`src/rtl/fetch_prefetch_unit_pkg.sv`:
```
`default_nettype none
// ============================================================================
// Module   : fetch_prefetch_unit_pkg
// Purpose  : Shared fetch constants and the branch-target helper used by IF/EX.
// Revision : 1.0 - initial release
// ============================================================================
package fetch_prefetch_unit_pkg;

    localparam int          INST_W   = 32;
    localparam int          PC_INC   = 4;
    localparam logic [31:0] NOP      = 32'h0000_0000;
    localparam int          PC_MAX_W = 64;

    // Computed at the widest supported PC width; callers truncate, which
    // yields the modulo-2^PC_W wrap.
    function automatic logic [PC_MAX_W-1:0] branch_target(
        input logic [PC_MAX_W-1:0] br_pc,
        input logic [15:0]         imm16
    );
        logic [PC_MAX_W-1:0] offset;
        logic [PC_MAX_W-1:0] target;
        offset = {{(PC_MAX_W-18){imm16[15]}}, imm16, 2'b00};
        target = br_pc + PC_MAX_W'(PC_INC) + offset;
        target[1:0] = 2'b00;
        return target;
    endfunction

endpackage
`default_nettype wire

```
`src/rtl/fetch_prefetch_unit_queue.sv`:
```
`default_nettype none
// ============================================================================
// Module   : fetch_queue
// Purpose  : Synchronous FIFO of {pc, inst} entries with push, pop and flush.
// Revision : 1.0 - initial release
// ============================================================================
module fetch_queue #(
    parameter int WIDTH = 64,
    parameter int DEPTH = 4
) (
    input  logic                       clk,
    input  logic                       rst,
    input  logic                       i_push,
    input  logic                       i_pop,
    input  logic                       i_flush,
    input  logic [WIDTH-1:0]           i_push_data,
    output logic [WIDTH-1:0]           o_head_data,
    output logic [$clog2(DEPTH):0]     o_count
);

    localparam int c_PTR_W = $clog2(DEPTH);
    localparam int c_CNT_W = c_PTR_W + 1;

    logic [WIDTH-1:0]   r_mem [DEPTH];
    logic [c_PTR_W-1:0] r_wr_ptr;
    logic [c_PTR_W-1:0] r_rd_ptr;
    logic [c_CNT_W-1:0] r_count;
    logic               w_push;
    logic               w_pop;

    assign w_push = i_push && (r_count != c_CNT_W'(DEPTH));
    assign w_pop  = i_pop  && (r_count != '0);

    // Flush outranks push and pop in the same cycle.
    always_ff @(posedge clk) begin
        if (rst || i_flush) begin
            r_wr_ptr <= '0;
            r_rd_ptr <= '0;
            r_count  <= '0;
        end else begin
            if (w_push) r_wr_ptr <= r_wr_ptr + c_PTR_W'(1);
            if (w_pop)  r_rd_ptr <= r_rd_ptr + c_PTR_W'(1);
            r_count <= r_count + c_CNT_W'(w_push) - c_CNT_W'(w_pop);
        end
    end

    always_ff @(posedge clk) begin
        if (w_push) r_mem[r_wr_ptr] <= i_push_data;
    end

    assign o_head_data = r_mem[r_rd_ptr];
    assign o_count     = r_count;

endmodule
`default_nettype wire

```
`src/rtl/fetch_prefetch_unit.sv`:
```
`default_nettype none
// ============================================================================
// Module   : fetch_prefetch_unit
// Purpose  : Credit-limited in-order instruction fetch with a prefetch queue.
// Revision : 1.0 - initial release
// ============================================================================
module fetch_prefetch_unit
    import fetch_prefetch_unit_pkg::*;
#(
    parameter int              PC_W     = 32,
    parameter int              DEPTH    = 4,
    parameter int              MAX_OUT  = 4,
    parameter logic [PC_W-1:0] RESET_PC = '0
) (
    input  logic              clk,
    input  logic              reset,
    output logic              imem_req,
    output logic [PC_W-1:0]   imem_addr,
    input  logic              imem_rvalid,
    input  logic [31:0]       imem_rdata,
    input  logic              br_taken,
    input  logic [PC_W-1:0]   br_pc,
    input  logic [15:0]       br_imm16,
    output logic              inst_valid,
    output logic [31:0]       inst,
    output logic [PC_W-1:0]   inst_pc,
    input  logic              id_ready
);

    localparam int c_CNT_W   = $clog2(DEPTH) + 1;
    localparam int c_ENTRY_W = PC_W + INST_W;

    logic [PC_W-1:0]      r_fetch_pc;
    logic [PC_W-1:0]      r_resp_pc;
    logic [c_CNT_W-1:0]   r_outstanding;
    logic [c_CNT_W-1:0]   r_drop_cnt;
    logic [c_CNT_W-1:0]   w_count;
    logic [c_CNT_W:0]     w_credit_used;
    logic [c_CNT_W-1:0]   w_inflight_left;
    logic [c_ENTRY_W-1:0] w_head_data;
    logic [PC_W-1:0]      w_target;
    logic                 w_issue;
    logic                 w_drop;
    logic                 w_push;
    logic                 w_pop;
    logic                 w_head_valid;

    assign w_target = PC_W'(branch_target(PC_MAX_W'(br_pc), br_imm16));

    assign w_credit_used = {1'b0, w_count} + {1'b0, r_outstanding};
    assign w_issue = !reset && !br_taken
                   && (w_credit_used < (c_CNT_W+1)'(DEPTH))
                   && (r_outstanding < c_CNT_W'(MAX_OUT));

    assign w_drop          = imem_rvalid && (r_drop_cnt != '0);
    assign w_push          = imem_rvalid && !w_drop && !br_taken && !reset;
    assign w_pop           = w_head_valid && id_ready;
    assign w_inflight_left = r_outstanding - c_CNT_W'(imem_rvalid);

    // Reset and redirect both orphan every request still in flight, so the
    // outstanding count survives and all of it becomes drop credit.
    always_ff @(posedge clk) begin
        if (reset) begin
            r_fetch_pc    <= RESET_PC;
            r_resp_pc     <= RESET_PC;
            r_outstanding <= w_inflight_left;
            r_drop_cnt    <= w_inflight_left;
        end else if (br_taken) begin
            r_fetch_pc    <= w_target;
            r_resp_pc     <= w_target;
            r_outstanding <= w_inflight_left;
            r_drop_cnt    <= w_inflight_left;
        end else begin
            if (w_issue) r_fetch_pc <= r_fetch_pc + PC_W'(PC_INC);
            if (w_push)  r_resp_pc  <= r_resp_pc + PC_W'(PC_INC);
            if (w_drop)  r_drop_cnt <= r_drop_cnt - c_CNT_W'(1);
            r_outstanding <= w_inflight_left + c_CNT_W'(w_issue);
        end
    end

    fetch_queue #(
        .WIDTH (c_ENTRY_W),
        .DEPTH (DEPTH)
    ) u_queue (
        .clk         (clk),
        .rst         (reset),
        .i_push      (w_push),
        .i_pop       (w_pop),
        .i_flush     (br_taken),
        .i_push_data ({r_resp_pc, imem_rdata}),
        .o_head_data (w_head_data),
        .o_count     (w_count)
    );

    assign imem_req     = w_issue;
    assign imem_addr    = r_fetch_pc;
    assign w_head_valid = !reset && (w_count != '0);
    assign inst_valid   = w_head_valid;
    assign inst         = w_head_valid ? w_head_data[INST_W-1:0] : NOP;
    assign inst_pc      = w_head_valid ? w_head_data[c_ENTRY_W-1:INST_W] : '0;

endmodule
`default_nettype wire

```
`config.mk`:
```
export PLATFORM = sky130hd
export DESIGN_NAME = fetch_prefetch_unit
export DESIGN_NICKNAME = d
export VERILOG_FILES = /design/src/rtl/fetch_prefetch_unit_pkg.sv /design/src/rtl/fetch_prefetch_unit_queue.sv /design/src/rtl/fetch_prefetch_unit.sv
export SDC_FILE = /design/constraint.sdc
export NUM_CORES = 1
export LEC_CHECK = 0
export ABC_AREA = 1
export CAP_MARGIN = 20
export CORE_MARGIN = 2
export CORE_UTILIZATION = 54
export DETAILED_ROUTE_END_ITERATION = 16
export GPL_TIMING_DRIVEN = 1
export PLACE_DENSITY = 0.85
export REMOVE_ABC_BUFFERS = 1
export SETUP_SLACK_MARGIN = 0.3
export SYNTH_ARGS = -nofsm -noshare
export SYNTH_HDL_FRONTEND = slang
export SYNTH_SLANG_ARGS = --single-unit
export TNS_END_PERCENT = 5
```
`constraint.sdc`:
```
create_clock -name clk -period 6.69 [get_ports clk]
set_input_delay 1.338 -clock clk [delete_from_list [all_inputs] [get_ports clk]]
set_output_delay 1.338 -clock clk [all_outputs]
set_load 0.01 [all_outputs]
```
==> impl_metrics.py <==
metrics = {
    "global_routing": {
        "grt_antenna_before_repair": 1,
        "grt_max_degree": 82,
        "grt_pass1_wl_mm": 68.36,
        "grt_pass1_vias": 13520,
        "grt_remaining_overflow": 0,
        "grt_util_all_layers_pct": 25.86,
    },
    "layout": {
        "fill_cells": 2392,
        "final_common_cell": "nor2_1",
        "fin_nets": 2206,
        "syn2layout_area_growth_pct": 18.66,
        "n_antenna_cell": 0,
        "most-common-layout-cells": "344 x nor2_1, 289 x nand2_1, 251 x edfxtp_1",
        "layout-drive-gt1-share_pct": 6.857,
        "utilization_pct": 65.22,
    },
    "power_and_ir_drop": {
        "powerDensity_nw_per_um2": 237.3,
        "p_leak_nw": 7.573,
        "peakVddDrop_mv": 0.1760,
        "power.total_mw": 4.746,
    },
    "drt": {
        "wl_met3_mm": 3.694,
        "viasPerCell": 5.705,
        "wirelength_met1_mm": 17.16,
        "drt_pass1_iterations": 8,
        "routed_wl_mm": 43.19,
        "top_layer_used": "met4",
        "drt_iter0_drc": 1419,
        "via_count": 14070,
        "postRouteAntennaNets": 0,
        "wl_per_cell_um": 17.51,
        "wl_met2_mm": 20.88,
        "drc_errors": 0,
    },
    "setup_path": {
        "regToRegSetupSlack_ns": 3.49,
        "critPathKind": "input port to output port",
        "cp-end-kind": "output port",
        "worstSetupStartpointType": "input port",
        "critical_path.max_stage_delay_ns": 0.84,
        "r2r-start": "r_drop_cnt[0]$_DFFE_PP_",
        "crit_top_cell": "clkdlybuf4s50_1",
        "critPathLaunch": "reset",
        "crit_fanout": 63,
        "path_cells": "clkdlybuf4s50_1 -> inv_2 -> o31ai_4 -> buf_4 -> a21oi_1 -> clkdlybuf4s50_1",
        "required_ns": 5.35,
        "crit_path_top_delay_cell": "clkdlybuf4s50_1",
        "arrival_ns": 3.82,
    },
    "clock_tree": {
        "cts_resized": 0,
        "cts_root_buffer": "clkbuf_16",
        "clk_latency_ns": 0.57,
        "cts_tree": "done",
        "cts.sinks": 323,
        "cts_buffers": 31,
        "cts_max_level": 1,
        "clkTransAtPathRegs_ns": 0.06,
        "cts_setup_buffers": 0,
        "clock_path_buffers": 3,
        "cts_hold_buf": 0,
    },
    "floorplan": {
        "ios": 183,
        "die_area_um2": 32650,
        "fp.dieH_um": 180.7,
        "std_cell_rows": 64,
        "initial_utilization_pct": 54.96,
        "core_area_um2": 30670,
        "dieWidth_um": 180.7,
    },
    "logic_synthesis": {
        "ys_ff_latch": 323,
        "seq_area_frac_synth_pct": 53.27,
        "netlist_area_um2": 16860,
        "synth-edff-count": 251,
        "ys_warn_count": 0,
        "synth_flop_cell": "edfxtp_1",
        "yosys.cell_types.count": 50,
        "synth.avg_cell_area_um2": 8.895,
        "async_reset_ff_share_pct": 0,
        "synth_cells": 1895,
    },
    "timing": {
        "tightestPinTransition_ns": 0.9730,
        "setup_viol": 0,
        "finClkSkew_ns": 0.01849,
        "fin_setup_tns_ns": 0,
        "clock.fmax_mhz": 193.9,
        "final_max_slew_viol_count": 0,
        "fin_crit_sh_pct": 77.10,
        "period_minus_slack_ns": 5.158,
        "maxSlewHeadroom_pct": 34.98,
        "rsz0062_at_grt": "false",
        "final-hold-violation-count": 0,
        "layout_setup_ws_ns": 1.532,
    },
    "status": {
        "status": "finished clean",
    },
    "placement": {
        "gp_congestion": 0.9317,
        "place_ws_ns": 1.561,
        "place_hpwl_mm": 28.18,
        "io_buffers": 176,
    },
    "flow_run": {
        "maxCapViolations": 0,
    },
    "hold_path": {
        "hp-class": "register to register",
        "hp-start": "u_queue.r_rd_ptr[1]$_SDFFE_PP0P_",
    },
}
[power by group]
| group | internal [mW] | switching, mW | total (mW) |
|---|---|---|---|
| combinational | 0.254 | 0.392 | 0.646 |
| clock | 1.01 | 0.750 | 1.76 |
| sequential | 2.24 | 0.0966 | 2.34 |
[routing by layer]
metal	track usage (%)	vias up
li1	-	6772
met1	32.61	6553
met2	44.50	641
met3	4.628	108
met4	9.548	0
met5	0	-
[stage by stage]
| stage | instances | hold WS (ns) | instance area (um2) |
|---|---|---|---|
| 6_report | 2467 | 0.5122 | 20000 |
| 5_1_grt | 2467 | 0.5313 | 20000 |
| 4_1_cts | 2466 | 0.5085 | 19980 |
| 3_5_place_dp | 2408 | 0.4870 | 18930 |
| 3_3_place_gp | 2408 | 0.4725 | 18930 |
| 2_1_floorplan | 1822 | 0.4567 | 16520 |
[cell type report]
cell class / instances / area [um2] / area share, %
multi-input combinational: 1332 / 6958 / 34.79
clock inverter: 12 / 117.6 / 0.5880
clock buffer: 46 / 933.4 / 4.667
timing repair buffer: 191 / 1887 / 9.433
tap: 396 / 495.5 / 2.477
sequential: 323 / 8984 / 44.91
inverter: 167 / 626.9 / 3.134
[registers in the layout, summed over array words and instances, names as in the netlist, named ones only]
register,count
u_queue.r_rd_ptr,2
r_resp_pc,30
u_queue.r_wr_ptr,2
r_drop_cnt,3
u_queue.o_count,3
r_outstanding,3
u_queue.r_mem,248
imem_addr,30
[Yosys cell counts (11+ instances only)]
cell / number / area share [%]
inv_2: 19 / 0.42
buf_2: 13 / 0.39
nand3_1: 83 / 2.5
edfxtp_1: 251 / 45
inv_1: 147 / 3.3
nor3_1: 13 / 0.39
o21ai_1: 36 / 1.1
nand3b_1: 11 / 0.49
nor2_1: 348 / 7.7
nand4_1: 19 / 0.71
clkbuf_1: 52 / 1.2
ha_1: 73 / 5.4
dfxtp_1: 72 / 8.6
nor3_2: 15 / 0.89
nand2_1: 289 / 6.4
xor2_1: 15 / 0.78
a21oi_1: 155 / 4.6
o21ai_0: 191 / 5.7
[worst paths after layout]
path / end / cells after the start
worst max-delay path: inst_pc[19] / 6
worst min-delay path: register / 1
worst max register to register: u_queue.r_mem[1][22]$_DFFE_PP_ / 8
worst min register to register: register / 1
[worst max-delay path: cells and delay by family]
| family | cells | cell delay, ns |
|---|---|---|
| buffers and inverters | 4 | 2.14 |
| AOI/OAI and AO/OA | 2 | 0.27 |
[kinds of logic (layout without fill, tap and decap cells)]
group | Yosys count | count (layout) | synth area share [%]
AOI/OAI and AO/OA | 418 | 418 | 12.97
xor gates and xnor gates | 22 | 22 | 1.143
adders and majority gates | 75 | 75 | 5.656
buffers and inverters | 243 | 416 | 5.753
DFF | 323 | 323 | 53.27
other | 1 | 4 | 0.02225
and+or+nand+nor | 813 | 813 | 21.19
(Power assumes the default switching activity.)
